===== src/rtl/uart_pkg.sv =====
// Shared UART definitions: parity/stop encodings, RX states and
// the data-width decode, used by both the RX and TX paths.
package uart_pkg;

  typedef enum logic [1:0] {
    PAR_NONE  = 2'd0,
    PAR_ODD   = 2'd1,
    PAR_EVEN  = 2'd2,
    PAR_NONE3 = 2'd3
  } parity_t;

  typedef enum logic [1:0] {
    STOP_1   = 2'd0,
    STOP_1P5 = 2'd1,
    STOP_2   = 2'd2,
    STOP_1B  = 2'd3
  } stop_t;

  typedef enum logic [2:0] {
    RX_IDLE,
    RX_START,
    RX_DATA,
    RX_PARITY,
    RX_STOP
  } rx_state_t;

  localparam logic [15:0] MIN_DIV = 16'd4;

  function automatic logic [3:0] data_width(input logic [3:0] code);
    logic [3:0] w;
    case (code)
      4'd5, 4'd6, 4'd7: w = code;
      default:          w = 4'd8;
    endcase
    return w;
  endfunction

endpackage


===== src/rtl/uart_rx_sampler.sv =====
// RX line synchroniser, start-edge detect and bit sampler.
// UART_RX_MAJORITY_VOTE_EN selects 2-of-3 voting around mid-bit.
module uart_rx_sampler
  import uart_pkg::*;
#(
  parameter int SYNC_STAGES = 2
) (
  input  logic        i_clk,
  input  logic        i_rst_n,
  input  logic        i_rx,
  input  logic        i_clr,
  input  logic [15:0] i_div,
  output logic        o_start_edge,
  output logic        o_bit_valid,
  output logic        o_bit_value
);

  logic [SYNC_STAGES-1:0] r_sync;
  logic                   r_line_d;
  logic                   r_line_q;
  logic [15:0]            r_cnt;
  logic [15:0]            w_half;
  logic                   w_sync;

  assign w_sync = r_sync[SYNC_STAGES-1];
  assign w_half = i_div >> 1;

  // r_line_d is the reference line; the extra stage lets the vote
  // see one sample past mid-bit without moving bit_valid.
  always_ff @(posedge i_clk) begin
    if (!i_rst_n) begin
      r_sync   <= '1;
      r_line_d <= 1'b1;
      r_line_q <= 1'b1;
      r_cnt    <= '0;
    end else begin
      r_sync   <= {r_sync[SYNC_STAGES-2:0], i_rx};
      r_line_d <= w_sync;
      r_line_q <= r_line_d;
      if (i_clr || (r_cnt == i_div - 16'd1))
        r_cnt <= '0;
      else
        r_cnt <= r_cnt + 16'd1;
    end
  end

  assign o_start_edge = r_line_q & ~r_line_d;
  assign o_bit_valid  = (r_cnt == w_half);

`ifdef UART_RX_MAJORITY_VOTE_EN
  logic r_s0;
  logic r_s1;

  always_ff @(posedge i_clk) begin
    if (!i_rst_n) begin
      r_s0 <= 1'b1;
      r_s1 <= 1'b1;
    end else begin
      if (r_cnt == w_half - 16'd2)
        r_s0 <= w_sync;
      if (r_cnt == w_half - 16'd1)
        r_s1 <= w_sync;
    end
  end

  assign o_bit_value = (r_s0 & r_s1) |
                       (r_s0 & w_sync) |
                       (r_s1 & w_sync);
`else
  assign o_bit_value = r_line_d;
`endif

endmodule


===== src/rtl/uart_rx_engine.sv =====
// UART receive engine: frame FSM, FIFO write and error counters.
// Optional UART_RX_MAJORITY_VOTE_EN enables 3-sample bit voting.
module uart_rx_engine
  import uart_pkg::*;
#(
  parameter int SYNC_STAGES = 2,
  parameter int ERR_CNT_W   = 4
) (
  input  logic                 sys_clk_i,
  input  logic                 rst_n_i,
  input  logic [3:0]           uart_data_bit_i,
  input  logic [15:0]          uart_bps_baud_cnt_max_i,
  input  logic [1:0]           uart_parity_bit_i,
  input  logic [1:0]           uart_stop_bit_i,
  input  logic                 rx_i,
  output logic                 fifo_uart_rx_wr_en_o,
  output logic [7:0]           fifo_uart_rx_din_o,
  input  logic                 fifo_uart_rx_prog_full_i,
  output logic [ERR_CNT_W-1:0] rx_parity_error_cnt_o,
  output logic [ERR_CNT_W-1:0] rx_frame_error_cnt_o,
  output logic [ERR_CNT_W-1:0] rx_overrun_cnt_o,
  output logic                 rx_busy_o
);

  localparam logic [ERR_CNT_W-1:0] CNT_ONE = ERR_CNT_W'(1);

  rx_state_t r_state;
  rx_state_t w_state_nx;

  logic [15:0]          r_div;
  logic [3:0]           r_nbits;
  logic [1:0]           r_parity;
  logic [1:0]           r_stop;
  logic [2:0]           r_bit_idx;
  logic [7:0]           r_data;
  logic                 r_par_bit;
  logic                 r_stop_err;
  logic                 r_stop2;
  logic                 r_wr_en;
  logic [7:0]           r_din;
  logic [ERR_CNT_W-1:0] r_par_cnt;
  logic [ERR_CNT_W-1:0] r_frm_cnt;
  logic [ERR_CNT_W-1:0] r_ovr_cnt;

  logic w_start_edge;
  logic w_bit_valid;
  logic w_bit_value;
  logic w_latch;
  logic w_done;
  logic w_par_en;
  logic w_last_bit;
  logic w_stop_bad;
  logic w_par_bad;

  uart_rx_sampler #(
    .SYNC_STAGES (SYNC_STAGES)
  ) u_sampler (
    .i_clk        (sys_clk_i),
    .i_rst_n      (rst_n_i),
    .i_rx         (rx_i),
    .i_clr        (w_latch),
    .i_div        (r_div),
    .o_start_edge (w_start_edge),
    .o_bit_valid  (w_bit_valid),
    .o_bit_value  (w_bit_value)
  );

  assign w_par_en   = (r_parity == PAR_ODD) ||
                      (r_parity == PAR_EVEN);
  assign w_last_bit = ({1'b0, r_bit_idx} == r_nbits - 4'd1);
  assign w_stop_bad = r_stop_err | ~w_bit_value;
  // Unused data bits stay 0, so a full-width XOR is exact.
  assign w_par_bad  = w_par_en &
                      ((^r_data ^ r_par_bit) ==
                       (r_parity == PAR_EVEN));

  always_comb begin
    w_state_nx = r_state;
    w_latch    = 1'b0;
    w_done     = 1'b0;
    unique case (r_state)
      RX_IDLE: begin
        if (w_start_edge) begin
          w_state_nx = RX_START;
          w_latch    = 1'b1;
        end
      end
      RX_START: begin
        if (w_bit_valid)
          w_state_nx = w_bit_value ? RX_IDLE : RX_DATA;
      end
      RX_DATA: begin
        if (w_bit_valid && w_last_bit)
          w_state_nx = w_par_en ? RX_PARITY : RX_STOP;
      end
      RX_PARITY: begin
        if (w_bit_valid)
          w_state_nx = RX_STOP;
      end
      RX_STOP: begin
        if (w_bit_valid && (r_stop != STOP_2 || r_stop2)) begin
          w_state_nx = RX_IDLE;
          w_done     = 1'b1;
        end
      end
      default: w_state_nx = RX_IDLE;
    endcase
  end

  always_ff @(posedge sys_clk_i) begin
    if (!rst_n_i)
      r_state <= RX_IDLE;
    else
      r_state <= w_state_nx;
  end

  always_ff @(posedge sys_clk_i) begin
    if (!rst_n_i) begin
      r_div      <= MIN_DIV;
      r_nbits    <= 4'd8;
      r_parity   <= '0;
      r_stop     <= '0;
      r_bit_idx  <= '0;
      r_data     <= '0;
      r_par_bit  <= 1'b0;
      r_stop_err <= 1'b0;
      r_stop2    <= 1'b0;
      r_wr_en    <= 1'b0;
      r_din      <= '0;
      r_par_cnt  <= '0;
      r_frm_cnt  <= '0;
      r_ovr_cnt  <= '0;
    end else begin
      r_wr_en <= 1'b0;
      if (w_latch) begin
        r_div      <= (uart_bps_baud_cnt_max_i < MIN_DIV) ?
                      MIN_DIV : uart_bps_baud_cnt_max_i;
        r_nbits    <= data_width(uart_data_bit_i);
        r_parity   <= uart_parity_bit_i;
        r_stop     <= uart_stop_bit_i;
        r_bit_idx  <= '0;
        r_data     <= '0;
        r_par_bit  <= 1'b0;
        r_stop_err <= 1'b0;
        r_stop2    <= 1'b0;
      end
      if (w_bit_valid && r_state == RX_DATA) begin
        r_data[r_bit_idx] <= w_bit_value;
        r_bit_idx         <= r_bit_idx + 3'd1;
      end
      if (w_bit_valid && r_state == RX_PARITY)
        r_par_bit <= w_bit_value;
      if (w_bit_valid && r_state == RX_STOP) begin
        r_stop_err <= w_stop_bad;
        r_stop2    <= 1'b1;
      end
      if (w_done) begin
        if (w_stop_bad) begin
          if (r_frm_cnt != '1)
            r_frm_cnt <= r_frm_cnt + CNT_ONE;
        end else if (w_par_bad) begin
          if (r_par_cnt != '1)
            r_par_cnt <= r_par_cnt + CNT_ONE;
        end else if (fifo_uart_rx_prog_full_i) begin
          if (r_ovr_cnt != '1)
            r_ovr_cnt <= r_ovr_cnt + CNT_ONE;
        end else begin
          r_wr_en <= 1'b1;
          r_din   <= r_data;
        end
      end
    end
  end

  assign fifo_uart_rx_wr_en_o  = r_wr_en;
  assign fifo_uart_rx_din_o    = r_din;
  assign rx_parity_error_cnt_o = r_par_cnt;
  assign rx_frame_error_cnt_o  = r_frm_cnt;
  assign rx_overrun_cnt_o      = r_ovr_cnt;
  assign rx_busy_o             = (r_state != RX_IDLE);

endmodule


===== config.mk =====
export PLATFORM = sky130hd
export DESIGN_NAME = uart_rx_engine
export DESIGN_NICKNAME = d
export VERILOG_FILES = /design/src/rtl/uart_pkg.sv /design/src/rtl/uart_rx_sampler.sv /design/src/rtl/uart_rx_engine.sv
export SDC_FILE = /design/constraint.sdc
export NUM_CORES = 1
export LEC_CHECK = 0
export CORE_MARGIN = 2
export CORE_UTILIZATION = 45
export DETAILED_ROUTE_END_ITERATION = 16
export GPL_TIMING_DRIVEN = 0
export MAX_ROUTING_LAYER = met4
export PLACE_DENSITY = 0.68
export RECOVER_POWER = 25
export SLEW_MARGIN = 30
export SYNTH_ARGS = -nofsm -noshare
export SYNTH_HDL_FRONTEND = slang
export SYNTH_HIERARCHICAL = 1
export SYNTH_SLANG_ARGS = --single-unit

===== constraint.sdc =====
create_clock -name sys_clk_i -period 3 [get_ports sys_clk_i]
set_clock_uncertainty 0.05 [all_clocks]
set_input_delay 0.75 -clock sys_clk_i [delete_from_list [all_inputs] [get_ports sys_clk_i]]
set_output_delay 0.75 -clock sys_clk_i [all_outputs]
set_load 0.1 [all_outputs]

==> impl_metrics.env <==
export IMPL_min_from="u_sampler/r_sync[1]$_SDFF_PN1_"
export IMPL_period_share_pct=94.45
export IMPL_crit_buf_inv=1
export IMPL_ys_seq_area_share_pct=35.96
export IMPL_cp_max_fo=10
export IMPL_h_tree_depth=3
export IMPL_setup_tns_ps=0
export IMPL_synth_top_family_by_area="simple AND/OR/NAND/NOR gates"
export IMPL_path_depth=7
export IMPL_crit_family="simple AND/OR/NAND/NOR gates"
export IMPL_antenna_found_initial=0
export IMPL_synth_xor_area_share_pct=13.02
export IMPL_numCtsBuffers=9
export IMPL_rr_worst_depth=7
export IMPL_routed_via_density=5.288
export IMPL_synth_warnings=6
export IMPL_synthFlopType="dfxtp_1"
export IMPL_dieArea_sq_um=10970
export IMPL_diodes=0
export IMPL_ys_types=64
export IMPL_cts_tree="done"
export IMPL_crit_path_end_kind="register"
export IMPL_arrival_ps=3030
export IMPL_max_slew_margin_pct=34.69
export IMPL_drv_cap=0
export IMPL_r2r_start="r_div[1]$_SDFFE_PN0P_"
export IMPL_core_area_sq_um=9819
export IMPL_vias=3950
export IMPL_hp_class="reg2reg"
export IMPL_cts_root_buf="clkbuf_8"
export IMPL_drt_total_wl_mm=11.11
export IMPL_placed_area_sq_um=5229
export IMPL_cp_startpoint="r_div[1]$_SDFFE_PN0P_"
export IMPL_drc=0
export IMPL_rows=36
export IMPL_async_flop_share_pct=0
export IMPL_tightest_slew_ps=976.5
export IMPL_ant_nets=0
export IMPL_rrSetupSlack_ps=170
export IMPL_wl_per_cell_um=14.87
export IMPL_min_path_cells=1
export IMPL_drv_slew=0
export IMPL_synth_simple_area_share_pct=28.72
export IMPL_grt_pass1_vias=3863
export IMPL_synth_edf_count=0
export IMPL_initial_utilization_pct=46.50
export IMPL_peakVddDrop_v=0.0002149
export IMPL_grt_max_degree=15
export IMPL_synth_compound_area_share_pct=11.92
export IMPL_grt_pass1_wl_mm=18.59
export IMPL_power_mw=2.072
export IMPL_cts_buffer_depth=2
export IMPL_ys_ff_latch=82
export IMPL_grt_total_usage_pct=21.36
export IMPL_fin_crit_ps=2834
export IMPL_muxShareOfSynthArea_pct=3.727
export IMPL_fmax_ghz=0.3529
export IMPL_fin_hold_ws_ps=375.9
export IMPL_yosys_area_share_adder_pct=2.192
export IMPL_instances_no_fill=747
export IMPL_crit_type="reg2reg"
export IMPL_p_per_area_nw_per_um2=378.4
export IMPL_critical_path_required_ps=3190
export IMPL_drt_iter0_drc=160
export IMPL_critical_path_cell_chain="nor3_2 > nand4_1 > xnor2_1 > or4_1 > nor4_4 > buf_4 > nor2_1"
export IMPL_postSynthCellCount=545
export IMPL_grt_setup_unrepaired="false"
export IMPL_synth_area_per_cell_sq_um=8.377
export IMPL_die_width_um=104.7
export IMPL_hold_viol=0
export IMPL_ios=50
export IMPL_hold_path_end="u_sampler/o_bit_value$_SDFF_PN1_"
export IMPL_drtPass1Iterations=4
export IMPL_r2r_end="u_sampler/r_cnt[6]$_SDFF_PP0_"
export IMPL_leakagePower_nw=2.015
export IMPL_routabilityCongestion=0.8847
export IMPL_cts_sinks=82
export IMPL_drive_gt1_share_pct=7.655
export IMPL_cts_hold_buf=0
export IMPL_syn_area_sq_um=4566
export IMPL_clkTransAtPathRegs_ps=80
export IMPL_nNetsFinal=645
export IMPL_syn2layout_area_growth_pct=19.90
export IMPL_insertion_delay_ps=360
export IMPL_dp_hpwl_mm=8.303
export IMPL_worst_setup_path_start_kind="register"
export IMPL_portBuffers=49
export IMPL_status="complete, no violations"
export IMPL_synth_nets=581
export IMPL_fin_area_sq_um=5474
export IMPL_dp_cells=727
export IMPL_cpMaxStageDelayCell="nor3_2"
export IMPL_grt_ovfl_total=0
export IMPL_die_y_um=104.7
export IMPL_slowest_delay_ps=620
export IMPL_finalSetupViolations=0
==> through the flow <==
step           worst slack [ps]  utilization [%]
2_1_floorplan             139.1                -
3_3_place_gp             -688.2            53.19
3_5_place_dp             -351.7            53.25
4_1_cts                   16.11            55.58
5_1_grt                   18.38            55.75
6_report                  166.5            55.75
==> worst register-to-register path: stages (launching register included) <==
cell,delay (ps)
dfxtp_1,380
nor3_2,620
nand4_1,230
xnor2_1,180
or4_1,580
nor4_4,360
buf_4,260
nor2_1,70
==> final cells by class <==
cell class | instances | area (sq um)
fill | 955 | 4345
multi-input combinational | 416 | 2753
sequential | 82 | 1644
timing repair buffer | 55 | 543.0
tap | 133 | 166.4
clock buffer | 11 | 141.4
buffer | 29 | 127.6
inverter | 16 | 60.06
clock inverter | 5 | 38.79
==> synthesized netlist by cell type, drive strengths merged (2+ instances only) <==
cell    count  share of area, %
buf         3              0.38
nand2b     14               1.9
nand4      12               1.6
o311ai      5              0.96
nand2     102               8.4
clkbuf     28               2.8
nand3      30               3.3
dfxtp      82                36
or3b        2              0.38
mux2i      17               3.7
nor3        5              0.66
xor2       26               5.0
and2        5              0.69
xnor2      37               7.5
or4         2              0.33
or4b        2              0.44
a21oi      10               1.3
or3         3              0.41
o21ai       6              0.66
nor2       34               2.9
a211oi      2              0.33
a22oi       2              0.33
nor3b       5               1.2
and3        5              0.69
ha          8               2.2
o31a        2              0.38
o211ai      2              0.33
nor2b      12               1.6
nand3b      2              0.33
inv        16               1.3
a21boi     31               5.1
a31oi       4              0.55
nor4        9               1.8
==> flip-flops by register name, summed over array words and instances, names as in the netlist <==
name and flops:
r_stop2 1, r_bit_idx 3, u_sampler/r_cnt 16, r_data 8, r_stop 2, r_nbits 4, r_div 16, fifo_uart_rx_din_o 8
r_parity 2, r_state 3, r_stop_err 1, u_sampler/o_bit_value 1, rx_parity_error_cnt_o 4, fifo_uart_rx_wr_en_o 1, rx_frame_error_cnt_o 4, u_sampler/r_sync 2
u_sampler/r_line_q 1, rx_overrun_cnt_o 4, r_par_bit 1
==> routing by layer <==
metal	wire [um]	track usage [%]	share of wire [%]	up-vias
met5	0	-	0	-
met4	145	6.190	1.3	0
met3	436	4.866	3.9	12
met2	5035	33.26	45	71
met1	5489	27.82	49	1878
li1	-	-	-	1989
==> cell families after synthesis <==
group | count (synthesis)
AND/OR/NAND/NOR | 252
flip-flops | 82
AO/OA/AOI/OAI | 75
XOR/XNOR | 64
buffers and inverters | 47
multiplexers | 17
adder cells (fa/ha/maj) | 8
==> cells in the final DEF (no fill, tap or decap), types with 4 or more instances in the layout <==
cell,Yosys,layout
nand2b_1,14,14
xnor2_1,36,36
and2_1,5,4
clkbuf_8,2,11
ha_1,8,8
xor2_1,26,26
nand3_1,30,30
o21ai_0,6,6
nor3_1,4,4
nor4_1,6,5
nand4_1,12,12
o311ai_0,5,5
a21oi_1,9,9
dfxtp_1,82,80
a21boi_0,31,31
clkbuf_1,25,24
clkdlybuf4s50_1,0,47
nand2_1,102,101
a31oi_1,4,4
nor2_1,33,33
mux2i_1,17,17
buf_4,1,6
and3_1,5,5
nor2b_1,12,12
inv_1,16,16
==> repair_timing <==
item | in CTS | in global routing
cloned | 0 | 0
gates resized for setup | 3 | 8
pin swaps | 2 | 3
buffers inserted | 3 | 3
setup endpoints to repair | 20 | 35
==> report_power, final <==
| part | internal [mW] | switching [mW] | leakage [nW] |
|---|---|---|---|
| combinational | 0.0946 | 0.112 | 1.26 |
| sequential | 1.10 | 0.0176 | 0.662 |
| clock | 0.328 | 0.418 | 0.0899 |
| total | 1.52 | 0.547 | 2.01 |
==> how the worst max path moves through the flow <==
stage	end	slack, ps
after CTS	rx_frame_error_cnt_o[3]$_SDFFE_PN0P_	20
final	u_sampler/r_cnt[6]$_SDFF_PP0_	170
after detailed placement	fifo_uart_rx_din_o[2]$_SDFFE_PN0P_	-350
after global routing	u_sampler/r_cnt[6]$_SDFF_PP0_	20
after floorplan	fifo_uart_rx_din_o[0]$_SDFFE_PN0P_	140
after global placement	fifo_uart_rx_din_o[2]$_SDFFE_PN0P_	-690
No activity file was read; power rests on OpenSTA's default activity.
